$ cat config.mk
export PLATFORM = sky130hd
export DESIGN_NAME = stream_to_sdram_flat
export DESIGN_NICKNAME = d
export VERILOG_FILES = /design/src/rtl/video_pkg.sv /design/src/rtl/wshb_if.sv /design/src/rtl/sync_fifo.sv /design/src/rtl/stream_to_sdram.sv /design/src/flat_wrapper.sv
export SDC_FILE = /design/constraint.sdc
export NUM_CORES = 1
export LEC_CHECK = 0
export CORE_MARGIN = 5
export CORE_UTILIZATION = 54
export DETAILED_ROUTE_END_ITERATION = 12
export GPL_ROUTABILITY_DRIVEN = 0
export GPL_TIMING_DRIVEN = 0
export PLACE_DENSITY = 0.76
export SLEW_MARGIN = 5
export SYNTH_ARGS = -nofsm -noshare
export SYNTH_HDL_FRONTEND = slang
export SYNTH_SLANG_ARGS = --single-unit
$ cat constraint.sdc
create_clock -name sys_clk -period 3.8 [get_ports sys_clk]
set_input_delay 0.95 -clock sys_clk [delete_from_list [all_inputs] [get_ports sys_clk]]
set_output_delay 0.95 -clock sys_clk [all_outputs]
set_load 0.1 [all_outputs]
$ cat src/rtl/video_pkg.sv
// Shared video geometry defaults and helpers for the frame-buffer write path.
package video_pkg;

    localparam int DEF_HDISP  = 800;
    localparam int DEF_VDISP  = 480;
    localparam int PIX_BYTES  = 4;
    localparam int PIX_DATA_W = 8 * PIX_BYTES;

    typedef logic [$clog2(DEF_HDISP * DEF_VDISP)-1:0] pix_idx_t;

    // Counter width for n distinct values; a one-pixel frame still needs one bit.
    function automatic int idx_width(input int n);
        return (n > 1) ? $clog2(n) : 1;
    endfunction

endpackage

$ cat src/rtl/wshb_if.sv
// Classic single-word Wishbone bus bundle with master and slave views.
interface wshb_if #(
    parameter int DATA_BYTES = 4,
    parameter int ADDR_W     = 32
);

    logic                    cyc;
    logic                    stb;
    logic                    we;
    logic [ADDR_W-1:0]       adr;
    logic [DATA_BYTES-1:0]   sel;
    logic [8*DATA_BYTES-1:0] dat_ms;
    logic [8*DATA_BYTES-1:0] dat_sm;
    logic                    ack;
    logic                    err;
    logic                    rty;
    logic [2:0]              cti;
    logic [1:0]              bte;

    modport master (
        output cyc, stb, we, adr, sel, dat_ms, cti, bte,
        input  dat_sm, ack, err, rty
    );

    modport slave (
        input  cyc, stb, we, adr, sel, dat_ms, cti, bte,
        output dat_sm, ack, err, rty
    );

endinterface

$ cat src/rtl/sync_fifo.sv
// Single-clock FIFO with a show-ahead head: rdata is the oldest word whenever !empty.
module sync_fifo #(
    parameter int DATA_W = 32,
    parameter int DEPTH  = 32
) (
    input  logic                     sys_clk,
    input  logic                     sys_rst,
    input  logic                     push,
    input  logic                     pop,
    input  logic [DATA_W-1:0]        wdata,
    output logic [DATA_W-1:0]        rdata,
    output logic                     empty,
    output logic                     full,
    output logic [$clog2(DEPTH):0]   level
);

    localparam int AW = $clog2(DEPTH);
    localparam int LW = AW + 1;

    logic [DATA_W-1:0] r_mem [DEPTH];
    logic [AW-1:0]     r_wr_ptr;
    logic [AW-1:0]     r_rd_ptr;
    logic [LW-1:0]     r_level;
    logic              w_push;
    logic              w_pop;

    assign empty = (r_level == '0);
    assign full  = (r_level == LW'(DEPTH));
    assign level = r_level;
    assign rdata = r_mem[r_rd_ptr];

    // A push into a full FIFO is only legal when the head leaves in the same cycle.
    assign w_pop  = pop & ~empty;
    assign w_push = push & (~full | w_pop);

    always_ff @(posedge sys_clk) begin
        if (sys_rst) begin
            r_wr_ptr <= '0;
            r_rd_ptr <= '0;
            r_level  <= '0;
        end else begin
            if (w_push) begin
                r_wr_ptr <= r_wr_ptr + AW'(1);
            end
            if (w_pop) begin
                r_rd_ptr <= r_rd_ptr + AW'(1);
            end
            case ({w_push, w_pop})
                2'b10:   r_level <= r_level + LW'(1);
                2'b01:   r_level <= r_level - LW'(1);
                default: r_level <= r_level;
            endcase
        end
    end

    always_ff @(posedge sys_clk) begin
        if (w_push) begin
            r_mem[r_wr_ptr] <= wdata;
        end
    end

endmodule

$ cat src/rtl/stream_to_sdram.sv
// Accepts pixel words from the stream bus, queues them, and writes them to
// consecutive frame-buffer addresses on the SDRAM bus.
module stream_to_sdram #(
    parameter int          FIFO_DEPTH = 32,
    parameter int          HDISP      = video_pkg::DEF_HDISP,
    parameter int          VDISP      = video_pkg::DEF_VDISP,
    parameter logic [31:0] BASE_ADDR  = 32'h0
) (
    input  logic                          sys_clk,
    input  logic                          sys_rst,
    wshb_if.slave                         wshb_ifs,
    wshb_if.master                        wshb_ifm,
    output logic                          frame_done,
    output logic [$clog2(FIFO_DEPTH):0]   fifo_level
);

    import video_pkg::*;

    localparam int                NPIX     = HDISP * VDISP;
    localparam int                PIX_W    = idx_width(NPIX);
    localparam logic [PIX_W-1:0]  PIX_LAST = PIX_W'(NPIX - 1);

    logic                   w_req;
    logic                   w_slave_ack;
    logic                   w_push;
    logic                   w_pop;
    logic                   w_empty;
    logic                   w_full;
    logic [PIX_DATA_W-1:0]  w_head;
    logic [PIX_W-1:0]       r_pix_idx;
    logic                   r_frame_done;
    logic                   w_unused;

    assign w_unused = ^{wshb_ifs.sel, wshb_ifs.adr, wshb_ifs.cti, wshb_ifs.bte,
                        wshb_ifm.dat_sm};

    // Slave side: reads complete immediately with zero data; writes stall only on a
    // full FIFO that is not draining in the same cycle.
    assign w_req       = wshb_ifs.cyc & wshb_ifs.stb;
    assign w_pop       = ~sys_rst & ~w_empty & (wshb_ifm.ack | wshb_ifm.err | wshb_ifm.rty);
    assign w_slave_ack = ~sys_rst & w_req & (~wshb_ifs.we | ~w_full | w_pop);
    assign w_push      = w_slave_ack & wshb_ifs.we;

    assign wshb_ifs.ack    = w_slave_ack;
    assign wshb_ifs.dat_sm = '0;
    assign wshb_ifs.err    = 1'b0;
    assign wshb_ifs.rty    = 1'b0;

    sync_fifo #(
        .DATA_W (PIX_DATA_W),
        .DEPTH  (FIFO_DEPTH)
    ) u_fifo (
        .sys_clk (sys_clk),
        .sys_rst (sys_rst),
        .push    (w_push),
        .pop     (w_pop),
        .wdata   (wshb_ifs.dat_ms),
        .rdata   (w_head),
        .empty   (w_empty),
        .full    (w_full),
        .level   (fifo_level)
    );

    // Master side is driven purely from FIFO head and pixel index, so it holds
    // steady through SDRAM wait states.
    assign wshb_ifm.cyc    = ~w_empty;
    assign wshb_ifm.stb    = ~w_empty;
    assign wshb_ifm.we     = ~w_empty;
    assign wshb_ifm.sel    = 4'hF;
    assign wshb_ifm.cti    = 3'b000;
    assign wshb_ifm.bte    = 2'b00;
    assign wshb_ifm.dat_ms = w_empty ? '0 : w_head;
    assign wshb_ifm.adr    = BASE_ADDR + (32'(r_pix_idx) * 32'(PIX_BYTES));

    // err/rty retire the word like ack: the pixel is dropped and the address moves on.
    always_ff @(posedge sys_clk) begin
        if (sys_rst) begin
            r_pix_idx    <= '0;
            r_frame_done <= 1'b0;
        end else begin
            r_frame_done <= w_pop && (r_pix_idx == PIX_LAST);
            if (w_pop) begin
                r_pix_idx <= (r_pix_idx == PIX_LAST) ? '0 : r_pix_idx + PIX_W'(1);
            end
        end
    end

    assign frame_done = r_frame_done;

endmodule

$ cat src/flat_wrapper.sv
// flat-port wrapper written by rule: the top's interface ports become plain ports
module stream_to_sdram_flat import video_pkg::*;
#(
    parameter int          FIFO_DEPTH = 32,
    parameter int          HDISP      = video_pkg::DEF_HDISP,
    parameter int          VDISP      = video_pkg::DEF_VDISP,
    parameter logic [31:0] BASE_ADDR  = 32'h0
)
  (sys_clk, sys_rst, frame_done, fifo_level, wshb_ifs_cyc, wshb_ifs_stb, wshb_ifs_we, wshb_ifs_adr, wshb_ifs_sel, wshb_ifs_dat_ms, wshb_ifs_cti, wshb_ifs_bte, wshb_ifs_dat_sm, wshb_ifs_ack, wshb_ifs_err, wshb_ifs_rty, wshb_ifm_cyc, wshb_ifm_stb, wshb_ifm_we, wshb_ifm_adr, wshb_ifm_sel, wshb_ifm_dat_ms, wshb_ifm_cti, wshb_ifm_bte, wshb_ifm_dat_sm, wshb_ifm_ack, wshb_ifm_err, wshb_ifm_rty);
  wshb_if #(.DATA_BYTES(4)) wshb_ifs_i ();
  wshb_if #(.DATA_BYTES(4)) wshb_ifm_i ();
  input  logic sys_clk;
  input  logic sys_rst;
  output logic frame_done;
  output logic [$clog2(FIFO_DEPTH):0] fifo_level;
  input wire logic [$bits(wshb_ifs_i.cyc)-1:0] wshb_ifs_cyc;
  input wire logic [$bits(wshb_ifs_i.stb)-1:0] wshb_ifs_stb;
  input wire logic [$bits(wshb_ifs_i.we)-1:0] wshb_ifs_we;
  input wire logic [$bits(wshb_ifs_i.adr)-1:0] wshb_ifs_adr;
  input wire logic [$bits(wshb_ifs_i.sel)-1:0] wshb_ifs_sel;
  input wire logic [$bits(wshb_ifs_i.dat_ms)-1:0] wshb_ifs_dat_ms;
  input wire logic [$bits(wshb_ifs_i.cti)-1:0] wshb_ifs_cti;
  input wire logic [$bits(wshb_ifs_i.bte)-1:0] wshb_ifs_bte;
  output wire logic [$bits(wshb_ifs_i.dat_sm)-1:0] wshb_ifs_dat_sm;
  output wire logic [$bits(wshb_ifs_i.ack)-1:0] wshb_ifs_ack;
  output wire logic [$bits(wshb_ifs_i.err)-1:0] wshb_ifs_err;
  output wire logic [$bits(wshb_ifs_i.rty)-1:0] wshb_ifs_rty;
  output wire logic [$bits(wshb_ifm_i.cyc)-1:0] wshb_ifm_cyc;
  output wire logic [$bits(wshb_ifm_i.stb)-1:0] wshb_ifm_stb;
  output wire logic [$bits(wshb_ifm_i.we)-1:0] wshb_ifm_we;
  output wire logic [$bits(wshb_ifm_i.adr)-1:0] wshb_ifm_adr;
  output wire logic [$bits(wshb_ifm_i.sel)-1:0] wshb_ifm_sel;
  output wire logic [$bits(wshb_ifm_i.dat_ms)-1:0] wshb_ifm_dat_ms;
  output wire logic [$bits(wshb_ifm_i.cti)-1:0] wshb_ifm_cti;
  output wire logic [$bits(wshb_ifm_i.bte)-1:0] wshb_ifm_bte;
  input wire logic [$bits(wshb_ifm_i.dat_sm)-1:0] wshb_ifm_dat_sm;
  input wire logic [$bits(wshb_ifm_i.ack)-1:0] wshb_ifm_ack;
  input wire logic [$bits(wshb_ifm_i.err)-1:0] wshb_ifm_err;
  input wire logic [$bits(wshb_ifm_i.rty)-1:0] wshb_ifm_rty;
  assign wshb_ifs_i.cyc = wshb_ifs_cyc;
  assign wshb_ifs_i.stb = wshb_ifs_stb;
  assign wshb_ifs_i.we = wshb_ifs_we;
  assign wshb_ifs_i.adr = wshb_ifs_adr;
  assign wshb_ifs_i.sel = wshb_ifs_sel;
  assign wshb_ifs_i.dat_ms = wshb_ifs_dat_ms;
  assign wshb_ifs_i.cti = wshb_ifs_cti;
  assign wshb_ifs_i.bte = wshb_ifs_bte;
  assign wshb_ifs_dat_sm = wshb_ifs_i.dat_sm;
  assign wshb_ifs_ack = wshb_ifs_i.ack;
  assign wshb_ifs_err = wshb_ifs_i.err;
  assign wshb_ifs_rty = wshb_ifs_i.rty;
  assign wshb_ifm_cyc = wshb_ifm_i.cyc;
  assign wshb_ifm_stb = wshb_ifm_i.stb;
  assign wshb_ifm_we = wshb_ifm_i.we;
  assign wshb_ifm_adr = wshb_ifm_i.adr;
  assign wshb_ifm_sel = wshb_ifm_i.sel;
  assign wshb_ifm_dat_ms = wshb_ifm_i.dat_ms;
  assign wshb_ifm_cti = wshb_ifm_i.cti;
  assign wshb_ifm_bte = wshb_ifm_i.bte;
  assign wshb_ifm_i.dat_sm = wshb_ifm_dat_sm;
  assign wshb_ifm_i.ack = wshb_ifm_ack;
  assign wshb_ifm_i.err = wshb_ifm_err;
  assign wshb_ifm_i.rty = wshb_ifm_rty;
  stream_to_sdram #(.FIFO_DEPTH(FIFO_DEPTH), .HDISP(HDISP), .VDISP(VDISP), .BASE_ADDR(BASE_ADDR)) u_core (.sys_clk(sys_clk), .sys_rst(sys_rst), .wshb_ifs(wshb_ifs_i), .wshb_ifm(wshb_ifm_i), .frame_done(frame_done), .fifo_level(fifo_level));
endmodule
==> flow_summary.ini, run 1 <==
[min_path]
hold_depth = 2
min_to = u_core.u_fifo.r_wr_ptr[1]
hold_class = flip-flop to flip-flop
holdCritStartpoint = u_core.u_fifo.r_wr_ptr[1]

[detailed_routing]
wl_per_cell_um = 31.4
ant_nets = 0
drt_wl_total_um = 106000
drc_errors = 0
viasPerCell = 6.44
num_vias = 21700
drt_pass1_iterations = 5
drtIter0Drc = 3041

[die]
core_um2 = 76200
rows = 101
ioPinCount = 231
dieArea_um2 = 82600
die_x_um = 287
fp.dieH_um = 287
start_util = 0.546

[setup_path]
regToRegStartpoint = u_core.u_fifo.level[2]
start_kind = flip-flop
rrSetupSlack_ps = 470
r2r_end = u_core.u_fifo.level[4]
path_class = flip-flop to output pin
reg2regPathDepth = 13
crit_path_max_fanout = 10
cp-end-kind = output pin
critical_path_arrival_ps = 2910
crit_required_ps = 2850

[global_route]
grt_pass1_wl_um = 149000
gr-total-overflow = 0
track_usage = 0.248
grt_pass1_vias = 21900
antenna_found_initial = 0
grt_max_degree = 33

[clocking]
tritoncts = done
cts_buffer_depth = 3
hold_buffers = 0
cts_buffers = 100
cts-root-buf = clkbuf_16
clkTransAtPathRegs_ps = 60
cts_sinks = 1065
htree_levels = 3
clk_latency_ps = 680

[run_status]
outcome = finished, violations left
violations = negative setup slack

[place]
place_inst = 3164
dp_hpwl_um = 63200
dp_worst_setup_slack_ps = -1280
io_buffers = 100

[synthesis]
async_reset_ff_frac = 0
syn_inst = 1948
synth_mux_area_frac = 0.157
synth-compound-area-share = 0.0203
ys.flop_type = edfxtp_1
synth_top_family_by_area = multiplexers
avgSynthCellArea_um2 = 21.3
synth_fa_ha_area_frac = 0.00271
ys_seq_elements = 1065
synthXorXnorAreaFrac = 0.00506
netlist_area_um2 = 41600
synth-edff-count = 1024
yosysUniqueCellTypes = 53
synthSimpleGateAreaFrac = 0.0294
ys_warn_count = 0
ys_seq_area_frac = 0.759

[timing]
max_clock_freq_mhz = 259
fin_skew_ps = 21.6
period_minus_slack_ps = 3860
slew_headroom = 0.103
min_period_over_period = 1.02
rsz0062_at_grt = yes
fin_ws_ps = -57.4
hold_viol_final = 0
worstMarginPinSlew_ps = 1340
finalSetupViolCount = 11
slew_viol_final = 0

[power]
p_int_w = 0.0215
p_comb_frac = 0.264
clockPowerShare = 0.315
ir_drop_mv = 1.05
switching_share = 0.301
power_frac_seq = 0.422
power.switching_w = 0.00924
power_density_nw_per_um2 = 609
p_leak_nw = 15.6

[cells_and_area]
stdcell_count = 3371
diodes = 0
seq_area_um2 = 31600
fill_cells = 4602
area_growth_pct = 21.4
multi_input_area_um2 = 10600
fin_nets = 2378
layout-drive-gt1-share = 0.376

[flow_run]
maxCapViolations = 0
## per-stage QoR
stage               hold slack (ps)  area (µm²)  setup TNS (ps)   util  power (W)
floorplan                       477       42300               0      -     0.0186
global placement                487       44600        -2031590  0.585     0.0201
detailed placement              508       45600         -293660  0.598     0.0203
CTS                             516       50100           -1460  0.658     0.0304
global route                    553       50500           -1820  0.662     0.0317
finish                          515       50500            -338  0.662     0.0307
## power by group through the flow
stage	clock network (W)	registers (W)	logic, W
3_3_place_gp	0	0.0132	0.00694
2_1_floorplan	0	0.0133	0.00529
6_report	0.00967	0.0130	0.00811
4_1_cts	0.00969	0.0129	0.00780
5_1_grt	0.0103	0.0130	0.00842
3_5_place_dp	0	0.0132	0.00706
## layout make-up
cell class,instances,area share
inverter,7,0.000570
tap,1030,0.0255
clock buffer,128,0.0525
sequential,1065,0.626
multi-input combinational,763,0.211
clock inverter,59,0.00932
buffer,164,0.0329
timing repair buffer,155,0.0425
## cell usage in the layout (no fill, tap or decap), drive strengths merged, types with 12 or more instances in the layout
master         count
buf              212
nor2              70
clkinv            47
nor2b             35
o22ai             64
mux2              66
xor2              20
clkbuf           168
nor4              33
a21oi             13
mux4             256
dfxtp             41
o21ai             12
nand4             12
nand2             20
clkdlybuf4s50     64
conb              56
a211oi            33
edfxtp          1024
## layer usage
layer  global-route usage  vias to the layer above  wire [µm]
met2                0.401                     1508      53100
met1                0.341                    11400      39100
met3               0.0543                      192      10200
met4               0.0838                        0       3370
li1                     -                     8647          -
met5                    0                        -          0
## worst max-delay path by stage
stage                     cells after the start  slack [ps]                   start                          to
after floorplan                               6          30  u_core.u_fifo.level[1]         wshb_ifm_dat_ms[10]
after global placement                        7       -2240            wshb_ifs_cyc  u_core.u_fifo.r_mem[6][23]
after detailed placement                      8       -1280               flip-flop          wshb_ifm_dat_ms[4]
after CTS                                     7        -160               flip-flop          wshb_ifm_dat_ms[1]
after global routing                          7        -140               flip-flop          wshb_ifm_dat_ms[1]
final                                         8         -60               flip-flop          wshb_ifm_dat_ms[1]
## synth_stat cells (31+ instances only)
master | number | area share
o22ai_1 | 64 | 0.0096
mux4_2 | 256 | 0.14
nor2b_1 | 35 | 0.0053
edfxtp_1 | 1024 | 0.74
a211oi_1 | 32 | 0.0058
buf_4 | 86 | 0.016
mux2_2 | 66 | 0.018
dfxtp_1 | 41 | 0.020
nor2_1 | 70 | 0.0063
clkbuf_1 | 37 | 0.0033
buf_2 | 31 | 0.0037
nor4_1 | 32 | 0.0048
## flip-flops by register name (all words and copies together), names as in the netlist, named ones only
signal	count
u_core.frame_done	1
u_core.r_pix_idx	19
u_core.u_fifo.level	6
u_core.u_fifo.r_mem	1024
u_core.u_fifo.r_rd_ptr	5
u_core.u_fifo.r_wr_ptr	5
## worst max-delay path: stages, from the launching register on
cell and delay, ps:
dfxtp_4 420, buf_6 210, buf_6 200, nor2_1 80, nand2_2 200, clkbuf_8 260
o22ai_1 160, nor4_4 390, buf_6 300
## cell families after synthesis
family / Yosys count
AND/OR/NAND/NOR: 221
flip-flops: 1065
other: 2
buffers and inverters: 174
multiplexers: 323
AO/OA/AOI/OAI: 130
adder cells (fa/ha/maj): 9
XOR/XNOR: 24
## repair_timing
action	in CTS	in global routing
pin swaps	22	12
resized for setup	508	60
buffers inserted	12	4
cloned	4	3
endpoints found under the setup margin	37	50
No activity file was read; power rests on OpenSTA's default activity.
==> run 2: changes to the inputs <==
Settings changed: PLACE_DENSITY 0.76 to 0.8.
==> run 2 against run 1 <==
Compared with the run above:
- the run still ends with negative setup slack left
- flip-flop and latch count is the same
- routed wire length grew 14%
- design area grew 1.9%
- die area is the same
- sequential power is essentially flat
- worst hold slack gained 16 ps
- global-route usage grew 3.3 points
- first-iteration DRC count grew 20%
- fmax shrank 1.5%
- critical path depth grew 1
==> flow_summary.ini, run 2 (synthesis results as in run 1) <==
[run_status]
outcome = finished, violations left
violations = negative setup slack

[timing]
min_period_over_period = 1.03
fin_skew_ps = 39.4
fin_ws_ps = -115
max_clock_freq_mhz = 255
slew_headroom = 0.0934
period_minus_slack_ps = 3920
rsz0062_at_grt = yes
finalSetupViolCount = 31
hold_viol_final = 0
worstMarginPinSlew_ps = 1360
slew_viol_final = 0
tns_ps = -1730
fin_hold_ws_ps = 531

[die]
die_x_um = 287
core_um2 = 76200
rows = 101
start_util = 0.546
ioPinCount = 231
fp.dieH_um = 287
dieArea_um2 = 82600

[place]
dp_hpwl_um = 63300
place_inst = 3164
io_buffers = 100

[setup_path]
critPathBufInv = 5
regToRegStartpoint = u_core.u_fifo.level[2]
crit_required_ps = 2850
crit_path_max_fanout = 7
crit_path_cell_trace = buf_12 > buf_12 > buf_16 > buf_12 > mux4_2 > mux2_4 > o22ai_4 > nor4_4 > buf_6
cp-end-kind = output pin
rrSetupSlack_ps = 330
start_kind = flip-flop
cp_slowest_cell = mux4_2
path_delay_family = buffers and inverters
path_class = flip-flop to output pin
reg2regPathDepth = 13
critical_path_arrival_ps = 2970
r2r_end = u_core.u_fifo.level[4]
crit_path_frequent_cell = buf_12
cp_slowest_stage_delay_ps = 490

[cells_and_area]
fill_cells = 4269
final_core_util = 0.675
layout_common_cells = edfxtp_1 (1,024), mux4_2 (256), buf_4 (112)
stdcell_count = 3411
top_register = u_core.u_fifo.r_mem
area_growth_pct = 23.7
layout_commonest_cell = edfxtp_1
fin_nets = 2417
largest_register_ffs = 1024
layout-drive-gt1-share = 0.393

[power]
power_density_nw_per_um2 = 623
ir_drop_mv = 0.715
p_leak_nw = 16.0

[detailed_routing]
wl_per_cell_um = 35.4
drc_errors = 0
drtIter0Drc = 3654
ant_nets = 0
drt_pass1_iterations = 5
viasPerCell = 6.75
num_vias = 23000
drt_wl_total_um = 121000

[clocking]
cts-root-buf = clkbuf_16
tritoncts = done
clkTransAtPathRegs_ps = 60
cts_buffer_depth = 3
clk_latency_ps = 690
cts_buffers = 98
htree_levels = 3
cts_sinks = 1065

[global_route]
track_usage = 0.281
antenna_found_initial = 0
gr-total-overflow = 0
grt_pass1_wl_um = 166000
grt_pass1_vias = 23100
grt_max_degree = 33

[min_path]
min_to = u_core.u_fifo.r_wr_ptr[1]
hold_depth = 2
hold_class = flip-flop to flip-flop
holdCritStartpoint = u_core.u_fifo.r_wr_ptr[1]

[flow_run]
maxCapViolations = 0
[run 2: worst max path at each step]
| stage | slack (ps) | depth (start not counted) | to | start |
|---|---|---|---|---|
| after global placement | -2060 | 7 | u_core.u_fifo.r_mem[4][28] | wshb_ifs_cyc |
| after detailed placement | -1390 | 8 | wshb_ifm_dat_ms[1] | flip-flop |
| final | -120 | 9 | wshb_ifm_dat_ms[23] | flip-flop |
| after floorplan | 30 | 6 | wshb_ifm_dat_ms[10] | u_core.u_fifo.level[1] |
| after CTS | -180 | 10 | wshb_ifm_dat_ms[1] | flip-flop |
| after global routing | -180 | 7 | wshb_ifm_dat_ms[1] | flip-flop |
[run 2: layout make-up]
class                      instances  area, µm²  share of cell area
inverter                           7       28.8            0.000560
tap                             1030       1290              0.0251
buffer                           162       1700              0.0331
antenna                            1       2.50           0.0000487
clock inverter                    68        718              0.0140
timing repair buffer             198       2650              0.0516
multi-input combinational        763      10800               0.211
sequential                      1065      31600               0.614
clock buffer                     117       2600              0.0505
[run 2: per-layer routing]
layer | global-route usage | vias to the layer above | wire, µm
met5 | 0 | - | 0
met4 | 0.130 | 0 | 6980
li1 | - | 8719 | -
met2 | 0.463 | 2128 | 60400
met1 | 0.362 | 11800 | 40000
met3 | 0.0606 | 386 | 13200
[run 2: what timing repair did]
action,in CTS,in global routing
pin swaps,34,55
endpoints found under the setup margin,37,80
resized for setup,547,89
setup buffers,23,36
cloned,5,4
hold buffers,0,0
[run 2: where the power goes]
group / internal [W] / total [W] / switching [W]
clock network: 0.00585 / 0.0104 / 0.00455
logic: 0.00348 / 0.00869 / 0.00521
registers: 0.0129 / 0.0130 / 0.0000498
[run 2: worst register-to-register path, delay by kind of cell, from the launching register on]
kind                       cells  cell delay, ps
AOI/OAI and AO/OA              4             920
xor gates and xnor gates       1             140
adders and majority gates      2             590
buffers and inverters          3             450
DFF                            1             320
muxes                          1             350
and+or+nand+nor                2             590
[run 2: through the flow]
step                power, W  setup slack (ps)  instance area (µm²)
finish                0.0320              -115                51400
detailed placement    0.0202             -1390                45600
global route          0.0329              -175                51400
global placement      0.0201             -2060                44600
CTS                   0.0313              -181                50700
floorplan             0.0186              32.0                42300
